### src/rtl/mac_dot_seq.sv
// Sequential signed dot-product engine: LEN beats of w*x are accumulated and the
// shifted, saturated or wrapped sum is held on a valid/ready output until taken.
module mac_dot_seq #(
    parameter int WIDTH     = 8,
    parameter int LEN       = 4,
    parameter int OUT_WIDTH = 2 * WIDTH,
    parameter int SHIFT     = 0,
    parameter int SAT       = 1
) (
    input  logic                        clk,
    input  logic                        rst,
    input  logic                        clear,
    input  logic                        in_valid,
    output logic                        in_ready,
    input  logic signed [WIDTH-1:0]     w,
    input  logic signed [WIDTH-1:0]     x,
    output logic                        out_valid,
    input  logic                        out_ready,
    output logic signed [OUT_WIDTH-1:0] out,
    output logic                        ovf
);

    localparam int PROD_W = 2 * WIDTH;
    localparam int CNT_W  = $clog2(LEN);
    localparam int ACC_W  = PROD_W + CNT_W;
    localparam int EXT_W  = ((ACC_W > OUT_WIDTH) ? ACC_W : OUT_WIDTH) + 1;

    typedef enum logic [1:0] {ACCUM, DRAIN, HOLD} state_t;

    state_t state, state_nxt;

    logic                     accept;
    logic                     abort;
    logic                     is_last;
    logic [CNT_W-1:0]         cnt;

    logic signed [PROD_W-1:0] prod_p1;
    logic                     vld_p1;
    logic                     first_p1;
    logic                     last_p1;

    logic signed [ACC_W-1:0]  acc_p2;
    logic                     vld_p2;
    logic                     last_p2;
    logic                     fin_p2;

    function automatic logic signed [EXT_W-1:0] shift_ext(input logic signed [ACC_W-1:0] a);
        logic signed [ACC_W-1:0] sh;
        sh = a >>> SHIFT;
        return EXT_W'(sh);
    endfunction

    // Returns {ovf, value}; the widened operand lets the range test see every bit.
    function automatic logic [OUT_WIDTH:0] limit(input logic signed [EXT_W-1:0] v);
        logic signed [EXT_W-1:0] omax;
        logic signed [EXT_W-1:0] omin;
        logic [OUT_WIDTH:0]      res;
        omax = {{(EXT_W-OUT_WIDTH+1){1'b0}}, {(OUT_WIDTH-1){1'b1}}};
        omin = ~omax;
        if (v > omax) begin
            res = {1'b1, (SAT != 0) ? omax[OUT_WIDTH-1:0] : v[OUT_WIDTH-1:0]};
        end else if (v < omin) begin
            res = {1'b1, (SAT != 0) ? omin[OUT_WIDTH-1:0] : v[OUT_WIDTH-1:0]};
        end else begin
            res = {1'b0, v[OUT_WIDTH-1:0]};
        end
        return res;
    endfunction

    assign abort   = clear && (state != HOLD);
    assign accept  = in_valid && in_ready && !clear;
    assign is_last = (cnt == CNT_W'(LEN - 1));
    assign fin_p2  = vld_p2 && last_p2;

    always_comb begin
        state_nxt = state;
        in_ready  = 1'b0;
        out_valid = 1'b0;
        case (state)
            ACCUM: begin
                in_ready = 1'b1;
                if (accept && is_last) state_nxt = DRAIN;
            end
            DRAIN: begin
                if (clear)       state_nxt = ACCUM;
                else if (fin_p2) state_nxt = HOLD;
            end
            HOLD: begin
                out_valid = 1'b1;
                if (out_ready) state_nxt = ACCUM;
            end
            default: state_nxt = ACCUM;
        endcase
    end

    always_ff @(posedge clk) begin
        if (rst) state <= ACCUM;
        else     state <= state_nxt;
    end

    // Stage 0 -> 1: beat counter, control flags and registered product
    always_ff @(posedge clk) begin
        if (rst || abort) begin
            cnt      <= '0;
            vld_p1   <= 1'b0;
            first_p1 <= 1'b0;
            last_p1  <= 1'b0;
        end else begin
            if (accept) cnt <= is_last ? '0 : cnt + 1'b1;
            vld_p1   <= accept;
            first_p1 <= (cnt == '0);
            last_p1  <= is_last;
        end
    end

    always_ff @(posedge clk) begin
        if (accept) prod_p1 <= PROD_W'(w) * PROD_W'(x);
    end

    // Stage 1 -> 2: the first product of a vector loads the accumulator
    always_ff @(posedge clk) begin
        if (rst || abort) begin
            vld_p2  <= 1'b0;
            last_p2 <= 1'b0;
        end else begin
            vld_p2  <= vld_p1;
            last_p2 <= last_p1;
        end
    end

    always_ff @(posedge clk) begin
        if (rst) begin
            acc_p2 <= '0;
        end else if (vld_p1 && !abort) begin
            acc_p2 <= first_p1 ? ACC_W'(prod_p1) : acc_p2 + ACC_W'(prod_p1);
        end
    end

    // Stage 2 -> output: result is captured once and held through HOLD
    always_ff @(posedge clk) begin
        if (rst) begin
            out <= '0;
            ovf <= 1'b0;
        end else if (fin_p2 && !abort) begin
            {ovf, out} <= limit(shift_ext(acc_p2));
        end
    end

endmodule

### config.mk
export PLATFORM = sky130hd
export DESIGN_NAME = mac_dot_seq
export DESIGN_NICKNAME = d
export VERILOG_FILES = /design/src/rtl/mac_dot_seq.sv
export SDC_FILE = /design/constraint.sdc
export NUM_CORES = 1
export LEC_CHECK = 0
export CAP_MARGIN = 5
export CORE_MARGIN = 4
export CORE_UTILIZATION = 50
export CTS_CLUSTER_SIZE = 28
export DETAILED_ROUTE_END_ITERATION = 10
export PLACE_DENSITY = 0.73
export SYNTH_ARGS = -nofsm -noshare
export SYNTH_HDL_FRONTEND = slang
export SYNTH_SLANG_ARGS = --single-unit
### constraint.sdc
create_clock -name clk -period 7.8 [get_ports clk]
set_clock_uncertainty 0.1 [all_clocks]
set_input_delay 2.34 -clock clk [delete_from_list [all_inputs] [get_ports clk]]
set_output_delay 2.34 -clock clk [all_outputs]
set_load 0.02 [all_outputs]
**After elaboration in Yosys (flattened, before gate mapping)**

Cells that the tools add are included.

- Register bits after elaboration: 60
- Output and inout port bits: 19

- Add/subtract/negate cells: 2
- $mul: 1
- Order comparisons: 2
- Eq/ne operators: 7
- Muxes and demuxes: 11
- Reduce and logical (&&, ||, !) cells: 13

Operators with widths:

| kind | number |
|---|---|
| $mux 17 | 2 |
| $add 18x16->18 | 1 |
| $gt 18x16->1 const B | 1 |
| $lt 18x16->1 const B | 1 |
| $mux 18 | 1 |
| $mul 8x8->16 | 1 |
| $mux 2 | 5 |
| $logic_and 1x1->1 | 7 |
| $ne 2x2->1 const B | 3 |
| $pmux 2 s3 | 1 |
| $eq 2x2->1 const B | 2 |
| $logic_not 2->1 | 2 |
| $ne 3x3->1 const B | 1 |
| $reduce_and 3->1 | 1 |
| $add 2x1->2 const B | 1 |
| $eq 2x1->1 const B | 1 |
| $logic_not 1->1 | 2 |
| $mux 1 | 2 |
| $logic_or 1x1->1 | 1 |

**Longest topological paths before layout**

Gate-level depths: netlist (run 1).

- Depth in word-level cells: 7
- Mapped depth: 17

**Worst setup path before layout (run 1)**

OpenSTA, ideal clock, no wires.

- Path kind: input to register
- Start: in w[7]
- End: reg prod_p1[14] (data pin)
- Arrival time: 6.077 ns
- Path slack: 1.366 ns
- Stages: 15
- Buffers on the path: 0
- Cells stage by stage: and2_1 fa_1 inv_1 fa_1 inv_1 fa_1 inv_1 fa_1 inv_1 ha_1 or3_1 a311oi_1 o41ai_1 a21oi_1 xnor2_1

- Longest elaborated chain between the ends: 1

Ends and longest elaborated chain:

| what | line | RTL |
|---|---|---|
| start: declaration | 15 | `input logic signed [WIDTH-1:0] w,` |
| $mul 8x8->16 | 117 | `if (accept) prod_p1 <= PROD_W'(w) * PROD_W'(x);` |
| end signal: assignment | 117 |  |
| end: declaration | 37 | `logic signed [PROD_W-1:0] prod_p1;` |

Every way passes these cells.
A chain may end at the register's enable or synchronous reset.

**Worst setup path in the final report (run 1)**

Ends and elaborated chain as after synthesis.

==> impl_results.html, run 1 <==
<table>
<tr><th>Metric</th><th>Value</th></tr>
<tr><th colspan="2">Pwr</th></tr>
<tr><td>Sequential fraction of design power</td><td>25.7%</td></tr>
<tr><td>Cell Int Power</td><td>1.031 mW</td></tr>
<tr><td>Overall power consumption</td><td>1.668 mW</td></tr>
<tr><td>Power per standard cell area</td><td>258.3 nW/µm²</td></tr>
<tr><td>Share of power burned in combinational logic</td><td>51.6%</td></tr>
<tr><td>Leakage power summed over all cells</td><td>2.735 nW</td></tr>
<tr><td>Switching pwr</td><td>636.9 µW</td></tr>
<tr><td>VDD IR max</td><td>0.1469 mV</td></tr>
<tr><td>Proportion of power drawn by the clock network</td><td>22.8%</td></tr>
<tr><td>Net switching share of the total power</td><td>38.18%</td></tr>
<tr><th colspan="2">Drt</th></tr>
<tr><td>DR iter-0 viols</td><td>289</td></tr>
<tr><td>Vias</td><td>4,254</td></tr>
<tr><td>First-pass detailed-route iteration total</td><td>4</td></tr>
<tr><td>Routed WL per cell</td><td>13.36 µm</td></tr>
<tr><td>Number of nets still failing antenna checks after routing</td><td>0</td></tr>
<tr><td>Drt drc</td><td>0</td></tr>
<tr><td>Sum of routed wire length over all layers</td><td>10,870 µm</td></tr>
<tr><td>Avg Vias per Cell</td><td>5.226</td></tr>
<tr><th colspan="2">Timing</th></tr>
<tr><td>Maximum operating frequency</td><td>146.0 MHz</td></tr>
<tr><td>Final worst hold slack</td><td>0.3331 ns</td></tr>
<tr><td>Minimum clock period after layout</td><td>6.849 ns</td></tr>
<tr><td>Final Max Slew Viols</td><td>0</td></tr>
<tr><td>Worst-Margin Slew</td><td>1.206 ns</td></tr>
<tr><td>Setup TNS</td><td>0 ns</td></tr>
<tr><td>Final period utilization</td><td>87.81%</td></tr>
<tr><td>Slew HR</td><td>19.49%</td></tr>
<tr><td>Setup repair after global routing missed its margin</td><td>no</td></tr>
<tr><td>Setup violations, final</td><td>0</td></tr>
<tr><td>Final number of hold-violating endpoints</td><td>0</td></tr>
<tr><th colspan="2">Global routing</th></tr>
<tr><td>Gr ovfl total</td><td>0</td></tr>
<tr><td>Number of global-route vias before repair</td><td>4,388</td></tr>
<tr><td>Antenna violations before repair</td><td>0</td></tr>
<tr><td>Global routing usage summed across all routing layers</td><td>17.94%</td></tr>
<tr><td>Pin count of the biggest net entering global routing</td><td>43</td></tr>
<tr><td>First-pass GRT wire length</td><td>19,330 µm</td></tr>
<tr><th colspan="2">Clocking</th></tr>
<tr><td>H-tree level count</td><td>3</td></tr>
<tr><td>Clock-pin transition on the worst setup and hold timing paths</td><td>0.05 ns</td></tr>
<tr><td>Post-cts hold buffer count</td><td>0</td></tr>
<tr><td>Cell at the root of the clock tree</td><td>sky130_fd_sc_hd__clkbuf_16</td></tr>
<tr><td>Post-CTS setup-driven buffer insertion count</td><td>0</td></tr>
<tr><td>Cts repair resizes</td><td>0</td></tr>
<tr><td>Maximum root-to-sink buffer count</td><td>2</td></tr>
<tr><td>CTS buffer count</td><td>9</td></tr>
<tr><td>Count of clock tree sinks</td><td>60</td></tr>
<tr><td>Worst skew pair latency</td><td>0.33 ns</td></tr>
<tr><td>Clock tree from TritonCTS</td><td>built</td></tr>
<tr><th colspan="2">Place</th></tr>
<tr><td>Placed wire-length estimate</td><td>8755 µm</td></tr>
<tr><td>Placement-stage cell area</td><td>6162 µm²</td></tr>
<tr><td>Routability congestion estimate</td><td>0.8741</td></tr>
<tr><td>Number of input and output port buffers inserted</td><td>39</td></tr>
<tr><th colspan="2">Floorplan</th></tr>
<tr><td>Placeable core region</td><td>10,940 µm²</td></tr>
<tr><td>Row cnt</td><td>38</td></tr>
<tr><td>I/O pin total</td><td>40</td></tr>
<tr><td>Starting utilization of the core area</td><td>51.74%</td></tr>
<tr><td>DIE WIDTH</td><td>114.4 µm</td></tr>
<tr><td>Y dimension of the die</td><td>114.4 µm</td></tr>
<tr><td>Die footprint</td><td>13,080 µm²</td></tr>
<tr><th colspan="2">Synthesis</th></tr>
<tr><td>Fraction of registers with async set or reset after synthesis</td><td>0%</td></tr>
<tr><td>Synth Register Bits</td><td>60</td></tr>
<tr><td>Fraction of the yosys area taken by sequential cells</td><td>24.06%</td></tr>
<tr><td>Warning count from the yosys run</td><td>0</td></tr>
<tr><td>Most instantiated flip-flop cell in the synthesis netlist</td><td>sky130_fd_sc_hd__dfxtp_1</td></tr>
<tr><td>Library cells used by synthesis</td><td>57</td></tr>
<tr><td>Post-synthesis area per instance</td><td>8.938 µm²</td></tr>
<tr><td>Post-Syn Instances</td><td>633</td></tr>
<tr><td>Number of synthesized flops with an enable pin</td><td>16</td></tr>
<tr><td>Netlist Area Pre-Place</td><td>5658 µm²</td></tr>
<tr><td>Synthesized Nets</td><td>758</td></tr>
<tr><th colspan="2">Setup path</th></tr>
<tr><td>Kind of start point of the critical path</td><td>primary input</td></tr>
<tr><td>Setup CP Type</td><td>in2reg</td></tr>
<tr><td>R2R Path Start</td><td>acc_p2[0]</td></tr>
<tr><td>Crit path required time</td><td>7.78 ns</td></tr>
<tr><td>Worst setup path start</td><td>w[7]</td></tr>
<tr><td>Arrival time reported for the critical path endpoint</td><td>6.83 ns</td></tr>
<tr><td>Maximum fanout along the worst path</td><td>8</td></tr>
<tr><td>Type of element capturing the critical path</td><td>flop</td></tr>
<tr><th colspan="2">Min path</th></tr>
<tr><td>Hold path startpoint</td><td>last_p1</td></tr>
<tr><td>Hold crit path type</td><td>reg2reg</td></tr>
<tr><th colspan="2">Final layout</th></tr>
<tr><td>Share of the core filled with cells</td><td>59.06%</td></tr>
<tr><td>Fraction of final layout cells with drive strength greater than 1</td><td>4.748%</td></tr>
<tr><td>Nets@finish</td><td>794</td></tr>
<tr><td>Count of antenna diodes in the layout</td><td>0</td></tr>
<tr><td>Growth of design area from synthesis to finish</td><td>14.15%</td></tr>
<tr><td>Final instance area</td><td>6459 µm²</td></tr>
<tr><th colspan="2">Flow run</th></tr>
<tr><td>Maximum capacitance violations</td><td>0</td></tr>
<tr><th colspan="2">Outcome</th></tr>
<tr><td>Result of the run</td><td>finished clean</td></tr>
</table>
[logic make-up after synthesis]
kind of cell	synth area share (%)
adders and majority gates	30.43
DFF	24.06
buffers and inverters	7.696
AOI/OAI and AO/OA	14.82
muxes	1.791
and+or+nand+nor	17.03
xor gates and xnor gates	4.180
[stage by stage]
stage               cells  setup WS, ns
finish                814        0.9511
global route          814        0.6258
CTS                   814        0.9240
detailed placement    798        0.5777
global placement      798        0.6880
floorplan             633         1.366
[worst paths after layout]
path | endpoint | slack (ns) | cells after the start
hold reg to reg | last_p2 | 0.33 | 1
setup / recovery | prod_p1[14] | 0.95 | 16
hold / removal | last_p2 | 0.33 | 1
setup reg to reg | acc_p2[14] | 5.18 | 10
[synthesized netlist by cell type, types with 4 or more instances]
cell type / number / area [µm²]
sky130_fd_sc_hd__nand3_1: 4 / 20.02
sky130_fd_sc_hd__edfxtp_1: 16 / 480.5
sky130_fd_sc_hd__o21a_1: 4 / 30.03
sky130_fd_sc_hd__nand2b_1: 9 / 56.30
sky130_fd_sc_hd__clkbuf_1: 11 / 41.29
sky130_fd_sc_hd__dfxtp_1: 44 / 880.8
sky130_fd_sc_hd__o21ai_0: 40 / 200.2
sky130_fd_sc_hd__inv_1: 94 / 352.8
sky130_fd_sc_hd__nor2_1: 41 / 153.9
sky130_fd_sc_hd__mux2i_1: 9 / 90.09
sky130_fd_sc_hd__ha_1: 48 / 600.6
sky130_fd_sc_hd__nor2b_1: 7 / 43.79
sky130_fd_sc_hd__a211oi_1: 15 / 112.6
sky130_fd_sc_hd__o21bai_1: 5 / 37.54
sky130_fd_sc_hd__and2_1: 51 / 319.1
sky130_fd_sc_hd__a21oi_1: 43 / 215.2
sky130_fd_sc_hd__nand2_1: 49 / 183.9
sky130_fd_sc_hd__xor2_1: 14 / 122.6
sky130_fd_sc_hd__a311oi_1: 4 / 35.03
sky130_fd_sc_hd__fa_1: 56 / 1121
sky130_fd_sc_hd__xnor2_1: 13 / 113.9
sky130_fd_sc_hd__nor3_1: 8 / 40.04
[state kept, by name (all words and copies together) (netlist names)]
register	count
ovf	1
state	2
first_p1	1
prod_p1	16
vld_p2	1
acc_p2	18
last_p2	1
cnt	2
last_p1	1
vld_p1	1
out	16
[worst max-delay path, stage by stage]
cell and delay [ns]:
sky130_fd_sc_hd__clkdlybuf4s50_1 0.51, sky130_fd_sc_hd__and2_1 0.28, sky130_fd_sc_hd__fa_1 0.59, sky130_fd_sc_hd__inv_1 0.14
sky130_fd_sc_hd__fa_1 0.56, sky130_fd_sc_hd__inv_1 0.05, sky130_fd_sc_hd__fa_1 0.53, sky130_fd_sc_hd__inv_1 0.05
sky130_fd_sc_hd__fa_1 0.52, sky130_fd_sc_hd__inv_1 0.04, sky130_fd_sc_hd__ha_1 0.22, sky130_fd_sc_hd__or3_1 0.32
sky130_fd_sc_hd__a311oi_1 0.29, sky130_fd_sc_hd__o41ai_1 0.13, sky130_fd_sc_hd__a21oi_1 0.18, sky130_fd_sc_hd__xnor2_1 0.07
[placed cells by master (no fill, tap or decap), drive strengths merged, types with 13 or more instances in the layout]
cell type,synthesis,layout
o21ai,41,41
inv,94,96
a211oi,16,16
dfxtp,44,44
fa,56,56
xor2,14,14
edfxtp,16,16
nor2,42,42
nand2,50,50
and2,51,51
clkdlybuf4s50,0,39
xnor2,13,13
ha,48,48
a21oi,45,45
[layer usage]
metal	track usage (%)	vias to the layer above	part of all wire (%)
met5	0	-	0
met4	6.097	0	1.2
met3	2.431	11	3.0
met2	30.95	71	49
met1	23.16	2002	47
li1	-	2170	-
[layout make-up]
class	count	area, µm²
fill	967	4477
multi-input combinational	463	3867
sequential	60	1361
timing repair buffer	41	405.4
inverter	94	352.8
clock buffer	12	267.8
tap	140	175.2
clock inverter	4	28.78
[power by group through the flow]
stage,logic [mW],registers (mW),clock network (mW)
after floorplan,0.721,0.417,0
after global placement,0.832,0.432,0
after detailed placement,0.865,0.433,0
after CTS,0.870,0.427,0.389
after global routing,0.999,0.432,0.403
final,0.860,0.428,0.380
Power figures use the tool's default switching activity.
==> inputs of run 2 (changes only) <==
Settings changed: CORE_MARGIN 4 to 2, CTS_BUF_LIST set to sky130_fd_sc_hd__clkbuf_16.
==> impl_results.html, run 2 (synthesis results as in run 1) <==
<table>
<tr><th>Metric</th><th>Value</th></tr>
<tr><th colspan="2">Drt</th></tr>
<tr><td>Vias</td><td>4,302</td></tr>
<tr><td>Sum of routed wire length over all layers</td><td>10,770 µm</td></tr>
<tr><td>Avg Vias per Cell</td><td>5.285</td></tr>
<tr><td>First-pass detailed-route iteration total</td><td>4</td></tr>
<tr><td>Number of nets still failing antenna checks after routing</td><td>0</td></tr>
<tr><td>Drt drc</td><td>0</td></tr>
<tr><td>DR iter-0 viols</td><td>189</td></tr>
<tr><td>Routed WL per cell</td><td>13.23 µm</td></tr>
<tr><th colspan="2">Clocking</th></tr>
<tr><td>Cell at the root of the clock tree</td><td>sky130_fd_sc_hd__clkbuf_16</td></tr>
<tr><td>Clock-pin transition on the worst setup and hold timing paths</td><td>0.05 ns</td></tr>
<tr><td>CTS buffer count</td><td>9</td></tr>
<tr><td>Count of clock tree sinks</td><td>60</td></tr>
<tr><td>Maximum root-to-sink buffer count</td><td>2</td></tr>
<tr><td>Post-cts hold buffer count</td><td>0</td></tr>
<tr><td>Post-CTS setup-driven buffer insertion count</td><td>0</td></tr>
<tr><td>Cts repair resizes</td><td>0</td></tr>
<tr><td>H-tree level count</td><td>3</td></tr>
<tr><td>Worst skew pair latency</td><td>0.32 ns</td></tr>
<tr><td>Clock tree from TritonCTS</td><td>built</td></tr>
<tr><th colspan="2">Place</th></tr>
<tr><td>Routability congestion estimate</td><td>0.8669</td></tr>
<tr><td>Number of placed instances, taps included</td><td>798</td></tr>
<tr><td>Placed wire-length estimate</td><td>8731 µm</td></tr>
<tr><td>Number of input and output port buffers inserted</td><td>39</td></tr>
<tr><th colspan="2">Final layout</th></tr>
<tr><td>Flip-flop count of the largest register after layout</td><td>18</td></tr>
<tr><td>Number of filler instances in the final layout</td><td>965</td></tr>
<tr><td>Nets@finish</td><td>794</td></tr>
<tr><td>Largest registers in the final layout</td><td>acc_p2 (18), out (16), prod_p1 (16)</td></tr>
<tr><td>Register name with the most flops</td><td>acc_p2</td></tr>
<tr><td>Leading cell type in the layout, fill and taps excluded</td><td>sky130_fd_sc_hd__inv_1</td></tr>
<tr><td>Fraction of final layout cells with drive strength greater than 1</td><td>4.599%</td></tr>
<tr><td>Count of antenna diodes in the layout</td><td>0</td></tr>
<tr><td>Post-route insts no fill</td><td>814</td></tr>
<tr><td>Growth of design area from synthesis to finish</td><td>13.93%</td></tr>
<tr><td>Commonest non-fill, non-tap cells in the layout</td><td>95 x sky130_fd_sc_hd__inv_1, 56 x sky130_fd_sc_hd__fa_1, 51 x sky130_fd_sc_hd__and2_1</td></tr>
<tr><td>Share of the core filled with cells</td><td>58.95%</td></tr>
<tr><th colspan="2">Global routing</th></tr>
<tr><td>Global-route met3 utilization</td><td>3.351%</td></tr>
<tr><td>Gr ovfl total</td><td>0</td></tr>
<tr><td>Peak-usage layer in the global routing report</td><td>met2</td></tr>
<tr><td>Global routing usage summed across all routing layers</td><td>19.66%</td></tr>
<tr><td>Antenna violations before repair</td><td>0</td></tr>
<tr><td>Met2 Usage GRT</td><td>34.31%</td></tr>
<tr><td>Number of global-route vias before repair</td><td>4,169</td></tr>
<tr><td>Met1 usage in global routing</td><td>25.44%</td></tr>
<tr><td>First-pass GRT wire length</td><td>18,810 µm</td></tr>
<tr><td>Pin count of the biggest net entering global routing</td><td>43</td></tr>
<tr><th colspan="2">Floorplan</th></tr>
<tr><td>Y dimension of the die</td><td>110.4 µm</td></tr>
<tr><td>DIE WIDTH</td><td>110.4 µm</td></tr>
<tr><td>Die footprint</td><td>12,180 µm²</td></tr>
<tr><td>I/O pin total</td><td>40</td></tr>
<tr><td>Starting utilization of the core area</td><td>51.74%</td></tr>
<tr><td>Row cnt</td><td>38</td></tr>
<tr><td>Placeable core region</td><td>10,940 µm²</td></tr>
<tr><th colspan="2">Timing</th></tr>
<tr><td>Setup violations, final</td><td>0</td></tr>
<tr><td>Final worst hold slack</td><td>0.3274 ns</td></tr>
<tr><td>Slew HR</td><td>21.13%</td></tr>
<tr><td>Final Max Slew Viols</td><td>0</td></tr>
<tr><td>Setup repair after global routing missed its margin</td><td>no</td></tr>
<tr><td>Minimum clock period after layout</td><td>6.911 ns</td></tr>
<tr><td>Worst-Margin Slew</td><td>1.181 ns</td></tr>
<tr><td>Setup TNS</td><td>0 ns</td></tr>
<tr><td>Maximum operating frequency</td><td>144.7 MHz</td></tr>
<tr><td>Final period utilization</td><td>88.60%</td></tr>
<tr><td>Final number of hold-violating endpoints</td><td>0</td></tr>
<tr><th colspan="2">Setup path</th></tr>
<tr><td>Maximum fanout along the worst path</td><td>8</td></tr>
<tr><td>Arrival time reported for the critical path endpoint</td><td>6.88 ns</td></tr>
<tr><td>Kind of start point of the critical path</td><td>primary input</td></tr>
<tr><td>Setup CP Type</td><td>in2reg</td></tr>
<tr><td>Crit path required time</td><td>7.77 ns</td></tr>
<tr><td>Type of element capturing the critical path</td><td>flop</td></tr>
<tr><th colspan="2">Pwr</th></tr>
<tr><td>Power per standard cell area</td><td>257.8 nW/µm²</td></tr>
<tr><td>VDD IR max</td><td>0.1447 mV</td></tr>
<tr><td>Leakage power summed over all cells</td><td>2.730 nW</td></tr>
<tr><th colspan="2">Outcome</th></tr>
<tr><td>Result of the run</td><td>finished clean</td></tr>
<tr><th colspan="2">Flow run</th></tr>
<tr><td>Maximum capacitance violations</td><td>0</td></tr>
<tr><th colspan="2">Min path</th></tr>
<tr><td>Hold crit path type</td><td>reg2reg</td></tr>
</table>
run 2: cell types whose count changed in the layout (fill, tap and decap cells not counted), sizes merged:
cell      delta
clkbuf       -3
bufinv       +1
clkinv       +1
clkinvlp     +1
run 2: worst max-delay path: stages:
cell and delay, ns:
sky130_fd_sc_hd__clkdlybuf4s50_1 0.52, sky130_fd_sc_hd__and2_1 0.29, sky130_fd_sc_hd__fa_1 0.60, sky130_fd_sc_hd__inv_1 0.15, sky130_fd_sc_hd__fa_1 0.55, sky130_fd_sc_hd__inv_1 0.05, sky130_fd_sc_hd__fa_1 0.53, sky130_fd_sc_hd__inv_1 0.05
sky130_fd_sc_hd__fa_1 0.53, sky130_fd_sc_hd__inv_1 0.04, sky130_fd_sc_hd__ha_1 0.22, sky130_fd_sc_hd__or3_1 0.31, sky130_fd_sc_hd__a311oi_1 0.29, sky130_fd_sc_hd__o41ai_1 0.13, sky130_fd_sc_hd__a21oi_1 0.18, sky130_fd_sc_hd__xnor2_1 0.09
run 2: stage by stage:
step	setup slack (ns)	area, µm²	total power, mW
2_1_floorplan	1.366	5658	1.138
3_3_place_gp	0.6902	6162	1.265
3_5_place_dp	0.5216	6162	1.304
4_1_cts	0.8745	6446	1.681
5_1_grt	0.6393	6446	1.823
6_report	0.8891	6446	1.662
run 2: worst paths after layout:
| kind | from | endpoint | cells after the start | slack, ns |
|---|---|---|---|---|
| hold reg to reg | last_p1 | last_p2 | 1 | 0.33 |
| hold / removal | last_p1 | last_p2 | 1 | 0.33 |
| setup reg to reg | acc_p2[0] | acc_p2[12] | 10 | 5.17 |
| setup / recovery | w[7] | prod_p1[14] | 16 | 0.89 |
run 2: report_power, final:
part,internal [mW],switching [mW]
registers,0.397,0.0318
logic,0.391,0.472
clock network,0.242,0.128
total,1.03,0.631
run 2: cell type report:
type,count,area (µm²),share of cell area (%)
inverter,94,352.8,5.474
clock buffer,9,225.2,3.494
tap,140,175.2,2.717
sequential,60,1361,21.12
multi-input combinational,463,3867,60.00
timing repair buffer,41,405.4,6.289
clock inverter,7,58.81,0.9123
run 2: layer usage:
| layer | vias up | wire length (µm) |
|---|---|---|
| met5 | - | 0 |
| met4 | 0 | 106 |
| met3 | 6 | 358 |
| met2 | 76 | 5373 |
| met1 | 2044 | 4927 |
| li1 | 2176 | - |
==> inputs of run 3 (changes only) <==
Settings changed: TNS_END_PERCENT set to 20.
==> results of run 3 <==
Same layout as run 2: the final DEF is identical, and so are final timing and power.
